<file path="config.mk">
export PLATFORM = sky130hd
export DESIGN_NAME = sfifo_gen_flat
export DESIGN_NICKNAME = d
export VERILOG_FILES = /design/src/rtl/sfifo_gen_if.sv /design/src/rtl/sfifo_gen.sv /design/src/flat_wrapper.sv
export SDC_FILE = /design/constraint.sdc
export NUM_CORES = 1
export LEC_CHECK = 0
export CELL_PAD_IN_SITES_DETAIL_PLACEMENT = 1
export CELL_PAD_IN_SITES_GLOBAL_PLACEMENT = 1
export CORE_AREA = 5 5 234 236
export DETAILED_ROUTE_END_ITERATION = 10
export DIE_AREA = 0 0 239 241
export GPL_TIMING_DRIVEN = 0
export PLACE_DENSITY = 0.57
export SYNTH_ARGS = -nofsm -noshare
export SYNTH_HDL_FRONTEND = slang
export SYNTH_SLANG_ARGS = --single-unit
</file>
<file path="constraint.sdc">
create_clock -name i_clk -period 2.35 [get_ports i_clk]
set_input_delay 0.47 -clock i_clk [delete_from_list [all_inputs] [get_ports i_clk]]
set_output_delay 0.47 -clock i_clk [all_outputs]
set_load 0.1 [all_outputs]
</file>
<file path="src/rtl/sfifo_gen_if.sv">
// Handshake/data bundle for sfifo_gen: slave is the FIFO side, master the user side.
interface sfifo_gen_if #(
  parameter int DWIDTH = 22,
  parameter int AWIDTH = 4
);
  logic              i_sclr;
  logic [DWIDTH-1:0] iv_data;
  logic              i_wrreq;
  logic              i_rdreq;
  logic [DWIDTH-1:0] ov_q;
  logic              o_full;
  logic              o_alfull;
  logic              o_empty;
  logic              o_alempty;
  logic [AWIDTH:0]   ov_usedw;
  logic              o_overflow;
  logic              o_underflow;
  logic [15:0]       ov_ovf_cnt;
  logic [15:0]       ov_udf_cnt;

  modport slave (
    input  i_sclr, iv_data, i_wrreq, i_rdreq,
    output ov_q, o_full, o_alfull, o_empty, o_alempty, ov_usedw,
           o_overflow, o_underflow, ov_ovf_cnt, ov_udf_cnt
  );

  modport master (
    output i_sclr, iv_data, i_wrreq, i_rdreq,
    input  ov_q, o_full, o_alfull, o_empty, o_alempty, ov_usedw,
           o_overflow, o_underflow, ov_ovf_cnt, ov_udf_cnt
  );
endinterface

</file>
<file path="src/rtl/sfifo_gen.sv">
// Single-clock FIFO over an inferred dual-port RAM, normal or show-head read mode, any depth.
// Define SFIFO_GEN_ERR_CNT_EN to build the saturating overflow/underflow counters.
module sfifo_gen #(
  parameter int SHOWHEAD = 1,
  parameter int DWIDTH   = 22,
  parameter int DEPTH    = 16,
  parameter int AWIDTH   = 4,
  parameter int ALFULL   = 1,
  parameter int ALEMPTY  = 2
) (
  input logic        i_clk,
  input logic        i_rst_n,
  sfifo_gen_if.slave bus
);

  localparam logic [AWIDTH:0]   DEPTH_W   = (AWIDTH+1)'(DEPTH);
  localparam logic [AWIDTH:0]   ALFULL_W  = (AWIDTH+1)'(DEPTH - ALFULL);
  localparam logic [AWIDTH:0]   ALEMPTY_W = (AWIDTH+1)'(ALEMPTY);
  localparam logic [AWIDTH-1:0] PTR_LAST  = AWIDTH'(DEPTH - 1);

  logic [DWIDTH-1:0] ram [DEPTH];

  logic [AWIDTH-1:0] wr_ptr_q, wr_ptr_d;
  logic [AWIDTH-1:0] rd_ptr_q, rd_ptr_d;
  logic [AWIDTH:0]   usedw_q, usedw_d;
  logic [DWIDTH-1:0] q_q, q_d;
  logic              valid_q, valid_d;
  logic              empty_q, empty_d;
  logic              full_q, full_d;
  logic              alfull_q, alfull_d;
  logic              alempty_q, alempty_d;
  logic              ovf_q, ovf_d;
  logic              udf_q, udf_d;

  logic              wr_acc;
  logic              rd_acc;
  logic              fetch;
  logic              bypass;
  logic [AWIDTH:0]   behind;

  function automatic logic [AWIDTH-1:0] next_ptr(input logic [AWIDTH-1:0] p);
    return (p == PTR_LAST) ? '0 : p + 1'b1;
  endfunction

  always_ff @(posedge i_clk) begin
    if (wr_acc) ram[wr_ptr_q] <= bus.iv_data;
  end

  always_comb begin
    wr_ptr_d  = wr_ptr_q;
    rd_ptr_d  = rd_ptr_q;
    usedw_d   = usedw_q;
    q_d       = q_q;
    valid_d   = valid_q;
    empty_d   = empty_q;
    fetch     = 1'b0;
    bypass    = 1'b0;
    behind    = '0;

    wr_acc = bus.i_wrreq && !full_q && !bus.i_sclr;
    rd_acc = bus.i_rdreq && !empty_q && !bus.i_sclr;

    if (wr_acc) wr_ptr_d = next_ptr(wr_ptr_q);
    if (wr_acc && !rd_acc)      usedw_d = usedw_q + 1'b1;
    else if (!wr_acc && rd_acc) usedw_d = usedw_q - 1'b1;

    if (SHOWHEAD != 0) begin
      behind = usedw_q - {{AWIDTH{1'b0}}, valid_q};
      fetch  = (behind != '0) && (!valid_q || rd_acc) && !bus.i_sclr;
      // Head consumed with nothing stored behind it: the incoming word becomes
      // the head directly, so a fill level of 1 still streams one word per cycle.
      bypass = (behind == '0) && rd_acc && wr_acc;
      if (fetch)       q_d = ram[rd_ptr_q];
      else if (bypass) q_d = bus.iv_data;
      if (fetch || bypass) begin
        rd_ptr_d = next_ptr(rd_ptr_q);
        valid_d  = 1'b1;
      end else if (rd_acc) begin
        valid_d  = 1'b0;
      end
      empty_d = !valid_d;
    end else begin
      if (rd_acc) begin
        q_d      = ram[rd_ptr_q];
        rd_ptr_d = next_ptr(rd_ptr_q);
      end
      empty_d = (usedw_d == '0);
    end

    full_d    = (usedw_d == DEPTH_W);
    alfull_d  = (usedw_d >= ALFULL_W);
    alempty_d = (usedw_d <= ALEMPTY_W);
    ovf_d     = bus.i_wrreq && full_q;
    udf_d     = bus.i_rdreq && empty_q;

    if (bus.i_sclr) begin
      wr_ptr_d  = '0;
      rd_ptr_d  = '0;
      usedw_d   = '0;
      q_d       = '0;
      valid_d   = 1'b0;
      empty_d   = 1'b1;
      full_d    = 1'b0;
      alfull_d  = 1'b0;
      alempty_d = 1'b1;
      ovf_d     = 1'b0;
      udf_d     = 1'b0;
    end
  end

  always_ff @(posedge i_clk or negedge i_rst_n) begin
    if (!i_rst_n) begin
      wr_ptr_q  <= '0;
      rd_ptr_q  <= '0;
      usedw_q   <= '0;
      q_q       <= '0;
      valid_q   <= 1'b0;
      empty_q   <= 1'b1;
      full_q    <= 1'b0;
      alfull_q  <= 1'b0;
      alempty_q <= 1'b1;
      ovf_q     <= 1'b0;
      udf_q     <= 1'b0;
    end else begin
      wr_ptr_q  <= wr_ptr_d;
      rd_ptr_q  <= rd_ptr_d;
      usedw_q   <= usedw_d;
      q_q       <= q_d;
      valid_q   <= valid_d;
      empty_q   <= empty_d;
      full_q    <= full_d;
      alfull_q  <= alfull_d;
      alempty_q <= alempty_d;
      ovf_q     <= ovf_d;
      udf_q     <= udf_d;
    end
  end

`ifdef SFIFO_GEN_ERR_CNT_EN
  logic [15:0] ovf_cnt_q, ovf_cnt_d;
  logic [15:0] udf_cnt_q, udf_cnt_d;

  always_comb begin
    ovf_cnt_d = ovf_cnt_q;
    udf_cnt_d = udf_cnt_q;
    if (ovf_q && (ovf_cnt_q != '1)) ovf_cnt_d = ovf_cnt_q + 1'b1;
    if (udf_q && (udf_cnt_q != '1)) udf_cnt_d = udf_cnt_q + 1'b1;
  end

  // Counters survive i_sclr; only the async reset clears them.
  always_ff @(posedge i_clk or negedge i_rst_n) begin
    if (!i_rst_n) begin
      ovf_cnt_q <= '0;
      udf_cnt_q <= '0;
    end else begin
      ovf_cnt_q <= ovf_cnt_d;
      udf_cnt_q <= udf_cnt_d;
    end
  end

  assign bus.ov_ovf_cnt = ovf_cnt_q;
  assign bus.ov_udf_cnt = udf_cnt_q;
`else
  assign bus.ov_ovf_cnt = '0;
  assign bus.ov_udf_cnt = '0;
`endif

  assign bus.ov_q        = q_q;
  assign bus.o_full      = full_q;
  assign bus.o_alfull    = alfull_q;
  assign bus.o_empty     = empty_q;
  assign bus.o_alempty   = alempty_q;
  assign bus.ov_usedw    = usedw_q;
  assign bus.o_overflow  = ovf_q;
  assign bus.o_underflow = udf_q;

endmodule

</file>
<file path="src/flat_wrapper.sv">
// flat-port wrapper written by rule: the top's interface ports become plain ports
module sfifo_gen_flat 
#(
  parameter int SHOWHEAD = 1,
  parameter int DWIDTH   = 22,
  parameter int DEPTH    = 16,
  parameter int AWIDTH   = 4,
  parameter int ALFULL   = 1,
  parameter int ALEMPTY  = 2
)
  (i_clk, i_rst_n, bus_i_sclr, bus_iv_data, bus_i_wrreq, bus_i_rdreq, bus_ov_q, bus_o_full, bus_o_alfull, bus_o_empty, bus_o_alempty, bus_ov_usedw, bus_o_overflow, bus_o_underflow, bus_ov_ovf_cnt, bus_ov_udf_cnt);
  sfifo_gen_if #(.DWIDTH(DWIDTH), .AWIDTH(AWIDTH)) bus_i ();
  input logic i_clk;
  input logic i_rst_n;
  input wire logic [$bits(bus_i.i_sclr)-1:0] bus_i_sclr;
  input wire logic [$bits(bus_i.iv_data)-1:0] bus_iv_data;
  input wire logic [$bits(bus_i.i_wrreq)-1:0] bus_i_wrreq;
  input wire logic [$bits(bus_i.i_rdreq)-1:0] bus_i_rdreq;
  output wire logic [$bits(bus_i.ov_q)-1:0] bus_ov_q;
  output wire logic [$bits(bus_i.o_full)-1:0] bus_o_full;
  output wire logic [$bits(bus_i.o_alfull)-1:0] bus_o_alfull;
  output wire logic [$bits(bus_i.o_empty)-1:0] bus_o_empty;
  output wire logic [$bits(bus_i.o_alempty)-1:0] bus_o_alempty;
  output wire logic [$bits(bus_i.ov_usedw)-1:0] bus_ov_usedw;
  output wire logic [$bits(bus_i.o_overflow)-1:0] bus_o_overflow;
  output wire logic [$bits(bus_i.o_underflow)-1:0] bus_o_underflow;
  output wire logic [$bits(bus_i.ov_ovf_cnt)-1:0] bus_ov_ovf_cnt;
  output wire logic [$bits(bus_i.ov_udf_cnt)-1:0] bus_ov_udf_cnt;
  assign bus_i.i_sclr = bus_i_sclr;
  assign bus_i.iv_data = bus_iv_data;
  assign bus_i.i_wrreq = bus_i_wrreq;
  assign bus_i.i_rdreq = bus_i_rdreq;
  assign bus_ov_q = bus_i.ov_q;
  assign bus_o_full = bus_i.o_full;
  assign bus_o_alfull = bus_i.o_alfull;
  assign bus_o_empty = bus_i.o_empty;
  assign bus_o_alempty = bus_i.o_alempty;
  assign bus_ov_usedw = bus_i.ov_usedw;
  assign bus_o_overflow = bus_i.o_overflow;
  assign bus_o_underflow = bus_i.o_underflow;
  assign bus_ov_ovf_cnt = bus_i.ov_ovf_cnt;
  assign bus_ov_udf_cnt = bus_i.ov_udf_cnt;
  sfifo_gen #(.SHOWHEAD(SHOWHEAD), .DWIDTH(DWIDTH), .DEPTH(DEPTH), .AWIDTH(AWIDTH), .ALFULL(ALFULL), .ALEMPTY(ALEMPTY)) u_core (.i_clk(i_clk), .i_rst_n(i_rst_n), .bus(bus_i));
endmodule
</file>
== After elaboration in Yosys (flattened, before gate mapping) ==
Memories as Yosys holds them, arrays and structs flattened.
Cells that the tools add are included.

* Memories kept: 1
* Register bits: 42
* Input port bits: 27
* RAM bits: 352

{| class="wikitable"
|+ Memories
! memory !! depth !! bits a word !! read ports !! clocked after Yosys merged registers in !! wr ports !! RTL line !! source
|-
| u_core.ram || 16 || 22 || 1 || 0 || 1 || sfifo_gen.sv:21 || <nowiki>logic [DWIDTH-1:0] ram [DEPTH];</nowiki>
|}

* Order comparisons: 2
* Reductions and logical operators: 26
* Eq/ne operators: 3
* Multiplexer cells: 23
* Add/subtract/negate cells: 5

{| class="wikitable"
|+ Operator list
! cell !! number
|-
| $mux W22 || 3
|-
| $mux W4 || 6
|-
| $mux W5 || 3
|-
| $logic_and A1 B1 Y1 || 12
|-
| $mux W1 || 11
|-
| $add A4 B1 Y4 const B || 2
|-
| $eq A4 B4 Y1 const B || 2
|-
| $logic_not A1 Y1 || 7
|-
| $add A5 B1 Y5 const B || 1
|-
| $eq A5 B5 Y1 const B || 1
|-
| $ge A5 B4 Y1 const B || 1
|-
| $le A5 B2 Y1 const B || 1
|-
| $logic_not A5 Y1 || 1
|-
| $reduce_bool A5 Y1 || 1
|-
| $sub A5 B1 Y5 || 1
|-
| $sub A5 B1 Y5 const B || 1
|-
| $reduce_bool A2 Y1 || 2
|-
| $reduce_bool A3 Y1 || 1
|-
| $logic_or A1 B1 Y1 || 2
|}

== Depth between registers and ports, before layout ==
Gate-level depths: netlist (run 1).

* Depth in word-level cells: 10
* Gate-level depth with buffers: 8
* Depth with buffers taken out: 7

== Least setup slack after synthesis (run 1) ==
No wires, ideal clock.

* Kind: register -> register
* From: reg u_core.usedw_q[0], in the netlist u_core.bus.ov_usedw[0]
* To: reg u_core.q_q[0], in the netlist u_core.bus.ov_q[0]
* Library setup time: 0.127 ns
* Data required time: 2.223 ns
* Arrival: 2.641 ns
* Cell stages (with the launch flop): 9
* Buffers on the path: 1
* Setup slack: -0.418 ns
* Cells stage by stage: dfrtp_1 inv_1 ha_1 nor4b_2 nand2_1 nand3_1 clkbuf_1 a21oi_1 a221o_1

* Longest elaborated chain between the ends: 6
* Elaborated cells between the ends (all ways): 10

{| class="wikitable"
|+ RTL lines
! element !! RTL line !! source
|-
| start, declared || sfifo_gen.sv:25 || <nowiki>logic [AWIDTH:0] usedw_q, usedw_d;</nowiki>
|-
| start signal, assigned || sfifo_gen.sv:127 || <nowiki>usedw_q <= usedw_d;</nowiki>
|-
| $sub A5 B1 Y5 (*) || sfifo_gen.sv:68 || <nowiki>behind = usedw_q - {{AWIDTH{1'b0}}, valid_q};</nowiki>
|-
| $reduce_bool A5 Y1 || sfifo_gen.sv:69 || <nowiki>fetch = (behind != '0) && (!valid_q || rd_acc) && !bus.i_sclr;</nowiki>
|-
| $logic_and A1 B1 Y1 (2 in series) || sfifo_gen.sv:69 ||
|-
| $mux W22 || sfifo_gen.sv:73 || <nowiki>if (fetch) q_d = ram[rd_ptr_q];</nowiki>
|-
| $mux W22 || sfifo_gen.sv:96 || <nowiki>if (bus.i_sclr) begin</nowiki>
|-
| end signal, assigned || sfifo_gen.sv:128 || <nowiki>q_q <= q_d;</nowiki>
|-
| end, declared || sfifo_gen.sv:26 || <nowiki>logic [DWIDTH-1:0] q_q, q_d;</nowiki>
|}

Every way passes the cells marked *; elsewhere a longest branch is shown, timed or not.
A chain may end at the register's enable or synchronous reset.

== Worst setup path after layout (run 1) ==
* From: in bus_i_wrreq
* To: mem u_core.ram[6][11] (enable)

* Longest elaborated chain between the ends: 4

{| class="wikitable"
|+ RTL lines
! element !! RTL line !! source
|-
| start, declared || flat_wrapper.sv:17 || <nowiki>input wire logic [$bits(bus_i.i_wrreq)-1:0] bus_i_wrreq;</nowiki>
|-
| $logic_and A1 B1 Y1 (2 in series) || sfifo_gen.sv:60 || <nowiki>wr_acc = bus.i_wrreq && !full_q && !bus.i_sclr;</nowiki>
|-
| $mux W1 || sfifo_gen.sv:46 || <nowiki>if (wr_acc) ram[wr_ptr_q] <= bus.iv_data;</nowiki>
|-
| $mux W1 (not written as such) || sfifo_gen.sv:46 ||
|-
| end, declared || sfifo_gen.sv:21 ||
|}

No other way between the ends.

==> results of run 1 <==
repair_timing:
| action | in CTS | in global routing |
|---|---|---|
| buffers inserted | 0 | 0 |
| resized for setup | 81 | 15 |
| hold endpoints to repair | 17 | 0 |
| setup endpoints to repair | 341 | 356 |
| hold buffers | 1 | 0 |
synth_stat cells, types with 2 or more instances:
| cell | number | area share, % |
|---|---|---|
| dfrtp_1 | 40 | 6.5 |
| and3_1 | 4 | 0.16 |
| nor2_1 | 12 | 0.29 |
| ha_1 | 8 | 0.65 |
| a221o_1 | 22 | 1.4 |
| nand3_1 | 3 | 0.097 |
| nor4_1 | 2 | 0.081 |
| o22ai_1 | 2 | 0.081 |
| edfxtp_1 | 352 | 68 |
| xor2_1 | 3 | 0.17 |
| nor2b_1 | 3 | 0.12 |
| or2_2 | 2 | 0.081 |
| and4_1 | 2 | 0.11 |
| a22oi_1 | 44 | 2.1 |
| nor3b_1 | 3 | 0.15 |
| o21ai_0 | 3 | 0.097 |
| dfstp_2 | 2 | 0.34 |
| buf_1 | 3 | 0.073 |
| buf_2 | 12 | 0.39 |
| xnor2_1 | 3 | 0.17 |
| inv_1 | 8 | 0.19 |
| mux4_2 | 88 | 13 |
| buf_4 | 36 | 1.7 |
| and2_1 | 18 | 0.73 |
| nand2b_1 | 3 | 0.12 |
| o31ai_1 | 2 | 0.097 |
| a21oi_1 | 35 | 1.1 |
| nand2_1 | 13 | 0.31 |
| clkbuf_1 | 22 | 0.53 |
| nor3_1 | 8 | 0.26 |
worst register-to-register path: cells and delay by family, from the launching register on:
kind          cells  cell delay (ns)
simple gates      4             1.42
flops             1             0.40
buf+inv           1             0.24
cells by family (layout without fill, tap and decap cells):
| family | Yosys count | after routing | share of synthesized area [%] |
|---|---|---|---|
| compound gates | 118 | 118 | 5.49 |
| mux | 89 | 89 | 12.8 |
| other cells | 1 | 33 | 0.0242 |
| flops | 394 | 394 | 75.0 |
| simple gates | 76 | 76 | 2.69 |
| fa+ha+maj | 8 | 8 | 0.645 |
| buf+inv | 82 | 221 | 3.00 |
| xor+xnor | 6 | 6 | 0.339 |
worst min-delay path by stage:
stage / start / end
floorplan: i_rst_n / u_core.bus.o_alfull$_DFF_PN0_
global placement: u_core.bus.ov_q[12]$_DFFE_PN0P_ / u_core.bus.ov_q[12]$_DFFE_PN0P_
detailed placement: u_core.bus.ov_q[14]$_DFFE_PN0P_ / u_core.bus.ov_q[14]$_DFFE_PN0P_
CTS: i_rst_n / u_core.bus.o_overflow$_DFF_PN0_
global route: i_rst_n / u_core.bus.o_overflow$_DFF_PN0_
finish: i_rst_n / u_core.bus.o_overflow$_DFF_PN0_
flip-flops by register name, summed over array words and instances, names as in the netlist:
signal                  count
u_core.bus.o_alempty        1
u_core.bus.o_alfull         1
u_core.bus.o_empty          1
u_core.bus.o_full           1
u_core.bus.o_overflow       1
u_core.bus.o_underflow      1
u_core.bus.ov_q            22
u_core.bus.ov_usedw         5
u_core.ram                352
u_core.rd_ptr_q             4
u_core.valid_q              1
u_core.wr_ptr_q             4
metal layers:
metal / wire [um] / track usage [%] / part of all wire (%)
met1: 18300 / 19.7 / 46
met2: 18400 / 21.5 / 46
met3: 2310 / 2.70 / 5.8
met4: 994 / 4.27 / 2.5
met5: 14 / 0 / 0.035
power by group through the flow:
stage / combinational [W] / sequential (W) / clock [W]
after floorplan: 0.00202 / 0.00909 / 0
after global placement: 0.00411 / 0.00812 / 0
after detailed placement: 0.00417 / 0.00812 / 0
after CTS: 0.00414 / 0.00797 / 0.00701
after global routing: 0.00430 / 0.00799 / 0.00727
final: 0.00407 / 0.00797 / 0.00684
per-stage QoR:
stage | instance area [um2] | total power (W) | setup WS [ns] | hold slack, ns | setup TNS, ns
after CTS | 18600 | 0.0191 | -0.163 | 0.438 | -23.13
after floorplan | 15600 | 0.0111 | 0.0265 | 0.174 | 0
after global routing | 18600 | 0.0196 | -0.235 | 0.491 | -39.90
after global placement | 17100 | 0.0122 | -1.53 | 0.498 | -268.27
final | 18600 | 0.0189 | -0.144 | 0.432 | -12.46
after detailed placement | 17100 | 0.0123 | -0.708 | 0.498 | -235.06
layout make-up:
cell class                      count  area, um2
Sequential cell                   394      11600
Inverter                            8       30.0
Buffer                             74        492
Fill cell                        5163      33600
Clock inverter                     23        226
Clock buffer                       55       1190
Antenna cell                        1       2.50
Multi-Input combinational cell    329       3590
Timing Repair Buffer               61        586
Tap cell                          688        861
==> qor.yml, run 1 <==
outcome:
  status: "complete, but fails checks"
  violations: "setup timing"
placement:
  portBuffers: 59
  place_congestion: 0.716
  dp_hpwl_um: 23000
  placed_cells: 1553
cells_and_area:
  layout_common_cells: "edfxtp_1 (352), mux4_2 (88), clkbuf_16 (45), a22oi_1 (44), buf_4 (41)"
  fin_util_pct: 35.6
  area_growth_pct: 20.0
  drive_above_1_share_pct: 26.3
  mostFrequentLayoutCell: "edfxtp_1"
  final_nets: 947
  fin_cells: 1633
clocking:
  cts_tree: "yes"
  htreeDepth: 2
  clock_sinks: 394
  ctsLongestPathBuffers: 3
  clock-root-buffer: "clkbuf_16"
  numCtsBuffers: 44
  clk_pin_slew_ns: 0.06
  insertion_delay_ns: 0.57
critical_path:
  cp_num_buf_inv: 2
  cp_num_cells: 6
  cpPeakStageDelay_ns: 0.78
  crit_arrival_ns: 2.68
  cp-start-kind: "primary input"
  cp_max_fo: 22
  cpLargestDelayFamily: "simple AND/OR/NAND/NOR gates"
  crit_chain: "clkdlybuf4s50_1 -> nor2b_1 -> buf_2 -> nand2_1 -> nor3b_1 -> and2_2"
  reg2reg_from: "u_core.bus.o_full$_DFF_PN0_"
  cp-end-kind: "flop"
  startpoint: "bus_i_wrreq"
  endpoint: "u_core.ram[6][11]$_DFFE_PP_"
  r2r_slack_ns: -0.12
  slowest_stage: "and2_2"
  worstSetupPathType: "primary input to flop"
  reg2reg_depth: 5
  r2r-end: "u_core.ram[6][11]$_DFFE_PP_"
  required_ns: 2.54
die:
  ios: 92
  die_h_um: 241
  dieArea_um2: 57600
  fp.dieW_um: 239
  row_count: 84
  start_util_pct: 29.7
  core_area_um2: 52200
route:
  drt_pass1_iterations: 5
  routed_wl_um: 40000
  drtIter0Drc: 687
  final_antenna_net_count: 0
  drc: 0
  drt-vias-per-instance: 4.88
  routed-via-count: 7973
  wire_per_inst_um: 24.5
global_route:
  grt.overflow.total: 0
  grt_util_all_layers_pct: 13.8
  grt_pass1_vias: 8410
  grt_pass1_wl_um: 58200
  antenna_found_initial: 2
  grt_max_degree: 25
pwr:
  cellLeakagePower_nw: 6.21
  power.share.sequential_pct: 42.2
  powerDensity_nw_per_um2: 1020
  p_sw_w: 0.00565
  comb_power_share_pct: 21.5
  intPower_w: 0.0132
  sw_frac_of_total_pct: 29.9
  vdd_drop_max_mv: 0.411
  p_clk_share_pct: 36.2
synthesis:
  ys_warn_count: 0
  synthFlopType: "edfxtp_1"
  syn_inst: 774
  syn_area_per_cell_um2: 20.0
  synth_area_um2: 15500
  synth.distinct_cells: 46
  async_reset_ff_share_pct: 10.7
  ys_seq_elements: 394
  ys_seq_area_share_pct: 75.0
  synth_edf_count: 352
sta:
  finalCritPeriodShare_pct: 106
  setup_viol: 172
  relSlewSlack_pct: 33.4
  clock.fmax_mhz: 401
  drv_slew: 0
  rsz0062_at_grt: "true"
  hold_viol: 0
  worstMarginPinSlew_ns: 1.00
  skew_ns: 0.0209
  fin_ws_ns: -0.144
  finalCriticalPeriod_ns: 2.49
run:
  maxCapViolations: 0
hold_path:
  hold_class: "primary input to asynchronous set/reset pin"
Note: power is estimated with default switching activity, not from simulation.
==> run 2: changes to the inputs <==
--- a/config.mk
+++ b/config.mk
@@ -7,11 +7,12 @@
 export LEC_CHECK = 0
 export CELL_PAD_IN_SITES_DETAIL_PLACEMENT = 1
 export CELL_PAD_IN_SITES_GLOBAL_PLACEMENT = 1
-export CORE_AREA = 5 5 234 236
+export CORE_AREA = 2 2 231 233
 export DETAILED_ROUTE_END_ITERATION = 10
-export DIE_AREA = 0 0 239 241
+export DIE_AREA = 0 0 233 235
 export GPL_TIMING_DRIVEN = 0
 export PLACE_DENSITY = 0.57
+export SKIP_CTS_REPAIR_TIMING = 1
 export SYNTH_ARGS = -nofsm -noshare
 export SYNTH_HDL_FRONTEND = slang
 export SYNTH_SLANG_ARGS = --single-unit
==> constraint.sdc (replaced) <==
create_clock -name i_clk -period 2.7 [get_ports i_clk]
set_input_delay 0.54 -clock i_clk [delete_from_list [all_inputs] [get_ports i_clk]]
set_output_delay 0.54 -clock i_clk [all_outputs]
set_load 0.1 [all_outputs]
==> qor.yml, run 2 (synthesis gave the netlist of run 1 again) <==
pwr:
  p_sw_w: 0.00489  # was 0.00565 W
  p_clk_share_pct: 35.4  # was 36.2%
  intPower_w: 0.0114  # was 0.0132 W
  comb_power_share_pct: 22.0  # was 21.5%
  cellLeakagePower_nw: 6.20  # was 6.21 nW
  sw_frac_of_total_pct: 30.0  # was 29.9%
  powerDensity_nw_per_um2: 880  # was 1020 nW/um2
  vdd_drop_max_mv: 0.411  # about the same
  power.share.sequential_pct: 42.6  # was 42.2%
cells_and_area:
  diodes: 0  # was 1
  seq_area_um2: 11600  # about the same
  largest_reg_flops: 352  # unchanged
  nFillCells: 5154  # was 5163
  multiInputGateArea_um2: 3560  # was 3590 um2
  fin_cells: 1633  # unchanged
  mostFrequentLayoutCell: "edfxtp_1"  # unchanged
  area_growth_pct: 19.5  # was 20.0%
  layout_common_cells: "edfxtp_1 (352), mux4_2 (88), clkdlybuf4s50_1 (47), a22oi_1 (44), clkbuf_16 (44)"  # was edfxtp_1 (352), mux4_2 (88), clkbuf_16 (45), a22oi_1 (44), buf_4 (41)
  drive_above_1_share_pct: 24.4  # was 26.3%
  final_nets: 945  # was 947
  largest_register: "u_core.ram"  # unchanged
sta:
  clock.fmax_mhz: 377
  whs_ns: 0.120  # was 0.432 ns
  worstMarginPinSlew_ns: 0.999  # was 1.00 ns
  fin_ws_ns: 0.0489  # was -0.144 ns
  skew_ns: 0.0185  # was 0.0209 ns
  finalCriticalPeriod_ns: 2.65
  setup_tns_ns: 0  # was -12.46 ns
  relSlewSlack_pct: 33.2  # was 33.4%
  finalCritPeriodShare_pct: 98.2
  drv_slew: 0  # unchanged
  setup_viol: 0  # was 172
  rsz0062_at_grt: "true"  # unchanged
  hold_viol: 0  # unchanged
placement:
  placed_cells: 1553  # unchanged
  post-place-ws_ns: -0.977  # was -0.708 ns
  place_congestion: 0.703  # was 0.716
  dp_hpwl_um: 22700  # was 23000 um
  portBuffers: 59  # unchanged
route:
  wire_per_inst_um: 24.3  # was 24.5 um
  drt-vias-per-instance: 4.89  # was 4.88
  drt_pass1_iterations: 5  # unchanged
  routed_wl_um: 39600  # was 40000 um
  routed-via-count: 7983  # was 7973
  final_antenna_net_count: 0  # unchanged
  drtIter0Drc: 813  # was 687
  drc: 0  # unchanged
critical_path:
  reg2reg_depth: 6  # was 5
  slowest_stage: "clkdlybuf4s50_1"  # was and2_2
  cp_num_buf_inv: 1  # was 2
  cpLargestDelayFamily: "buffers and inverters"  # was simple AND/OR/NAND/NOR gates
  required_ns: 2.16  # was 2.54 ns
  r2r_slack_ns: 0.17  # was -0.12 ns
  crit_chain: "clkdlybuf4s50_1"  # was clkdlybuf4s50_1 -> nor2b_1 -> buf_2 -> nand2_1 -> nor3b_1 -> and2_2
  startpoint: "u_core.bus.ov_q[20]$_DFFE_PN0P_"  # was bus_i_wrreq
  cp-start-kind: "flop"  # was primary input
  cp_num_cells: 1  # was 6
  cpPeakStageDelay_ns: 1.16  # was 0.78 ns
  reg2reg_from: "u_core.rd_ptr_q[1]$_DFFE_PN0P_"  # was u_core.bus.o_full$_DFF_PN0_
  cp_max_fo: 2  # was 22
  crit_arrival_ns: 2.11  # was 2.68 ns
  r2r-end: "u_core.bus.ov_q[5]$_DFFE_PN0P_"  # was u_core.ram[6][11]$_DFFE_PP_
  cp-end-kind: "primary output"  # was flop
  worstSetupPathType: "flop to primary output"  # was primary input to flop
  endpoint: "bus_ov_q[20]"  # was u_core.ram[6][11]$_DFFE_PP_
clocking:
  ctsLongestPathBuffers: 3  # unchanged
  insertion_delay_ns: 0.57  # about the same
  htreeDepth: 2  # unchanged
  clock_sinks: 394  # unchanged
  cts_tree: "yes"  # unchanged
  clk_pin_slew_ns: 0.06  # about the same
  numCtsBuffers: 43  # was 44
  clock-root-buffer: "clkbuf_16"  # unchanged
outcome:
  status: "complete, no violations"  # was complete, but fails checks
global_route:
  grt_pass1_wl_um: 58000  # was 58200 um
  grt_pass1_vias: 8484  # was 8410
  antenna_found_initial: 1  # was 2
  grt_max_degree: 26  # was 25
  grt.overflow.total: 0  # unchanged
  grt_util_all_layers_pct: 14.7  # was 13.8%
die:
  start_util_pct: 29.7  # unchanged
  ios: 92  # unchanged
  dieArea_um2: 54800  # was 57600 um2
  fp.dieW_um: 233  # was 239 um
  die_h_um: 235  # was 241 um
  core_area_um2: 52200  # unchanged
  row_count: 84  # unchanged
hold_path:
  hold_class: "primary input to asynchronous set/reset pin"  # unchanged
run:
  maxCapViolations: 0  # unchanged
[run 2: worst min-delay path by stage]
stage                                    start                              end  depth (start not counted)
3_3_place_gp    u_core.bus.ov_q[1]$_DFFE_PN0P_   u_core.bus.ov_q[1]$_DFFE_PN0P_                          1
5_1_grt                                i_rst_n   u_core.wr_ptr_q[1]$_DFFE_PN0P_                          1
2_1_floorplan                          i_rst_n    u_core.bus.o_alfull$_DFF_PN0_                          0
3_5_place_dp   u_core.bus.ov_q[12]$_DFFE_PN0P_  u_core.bus.ov_q[12]$_DFFE_PN0P_                          1
4_1_cts                                i_rst_n   u_core.wr_ptr_q[2]$_DFFE_PN0P_                          1
6_report                               i_rst_n  u_core.bus.ov_q[11]$_DFFE_PN0P_                          1
[run 2: routing by layer]
metal / up-vias / track usage, % / share of wire [%]
li1: 3421 / - / -
met1: 4320 / 21.1 / 47
met2: 186 / 22.8 / 46
met3: 54 / 2.61 / 4.5
met4: 2 / 4.46 / 2.2
met5: - / 0 / 0.030
[run 2: per-stage QoR]
| stage | util, % | power (W) | area (um2) |
|---|---|---|---|
| 6_report | 35.5 | 0.0163 | 18500 |
| 5_1_grt | 35.5 | 0.0169 | 18500 |
| 4_1_cts | 35.4 | 0.0165 | 18500 |
| 3_5_place_dp | 32.8 | 0.0107 | 17100 |
| 3_3_place_gp | 32.7 | 0.0106 | 17100 |
| 2_1_floorplan | - | 0.00966 | 15600 |
[run 2: area by class of cell]
type	instances	area share, %
Clock buffer	59	6.35
Inverter	8	0.162
Sequential cell	394	62.7
Multi-Input combinational cell	329	19.2
Clock inverter	21	1.09
Timing Repair Buffer	60	3.46
Tap cell	688	4.64
Buffer	74	2.38
[run 2: power groups by stage]
stage          Sequential, W  Combinational [W]  Clock (W)
6_report             0.00695            0.00358    0.00578
5_1_grt              0.00697            0.00380    0.00614
2_1_floorplan        0.00791            0.00176          0
3_5_place_dp         0.00708            0.00363          0
3_3_place_gp         0.00707            0.00357          0
4_1_cts              0.00695            0.00364    0.00590
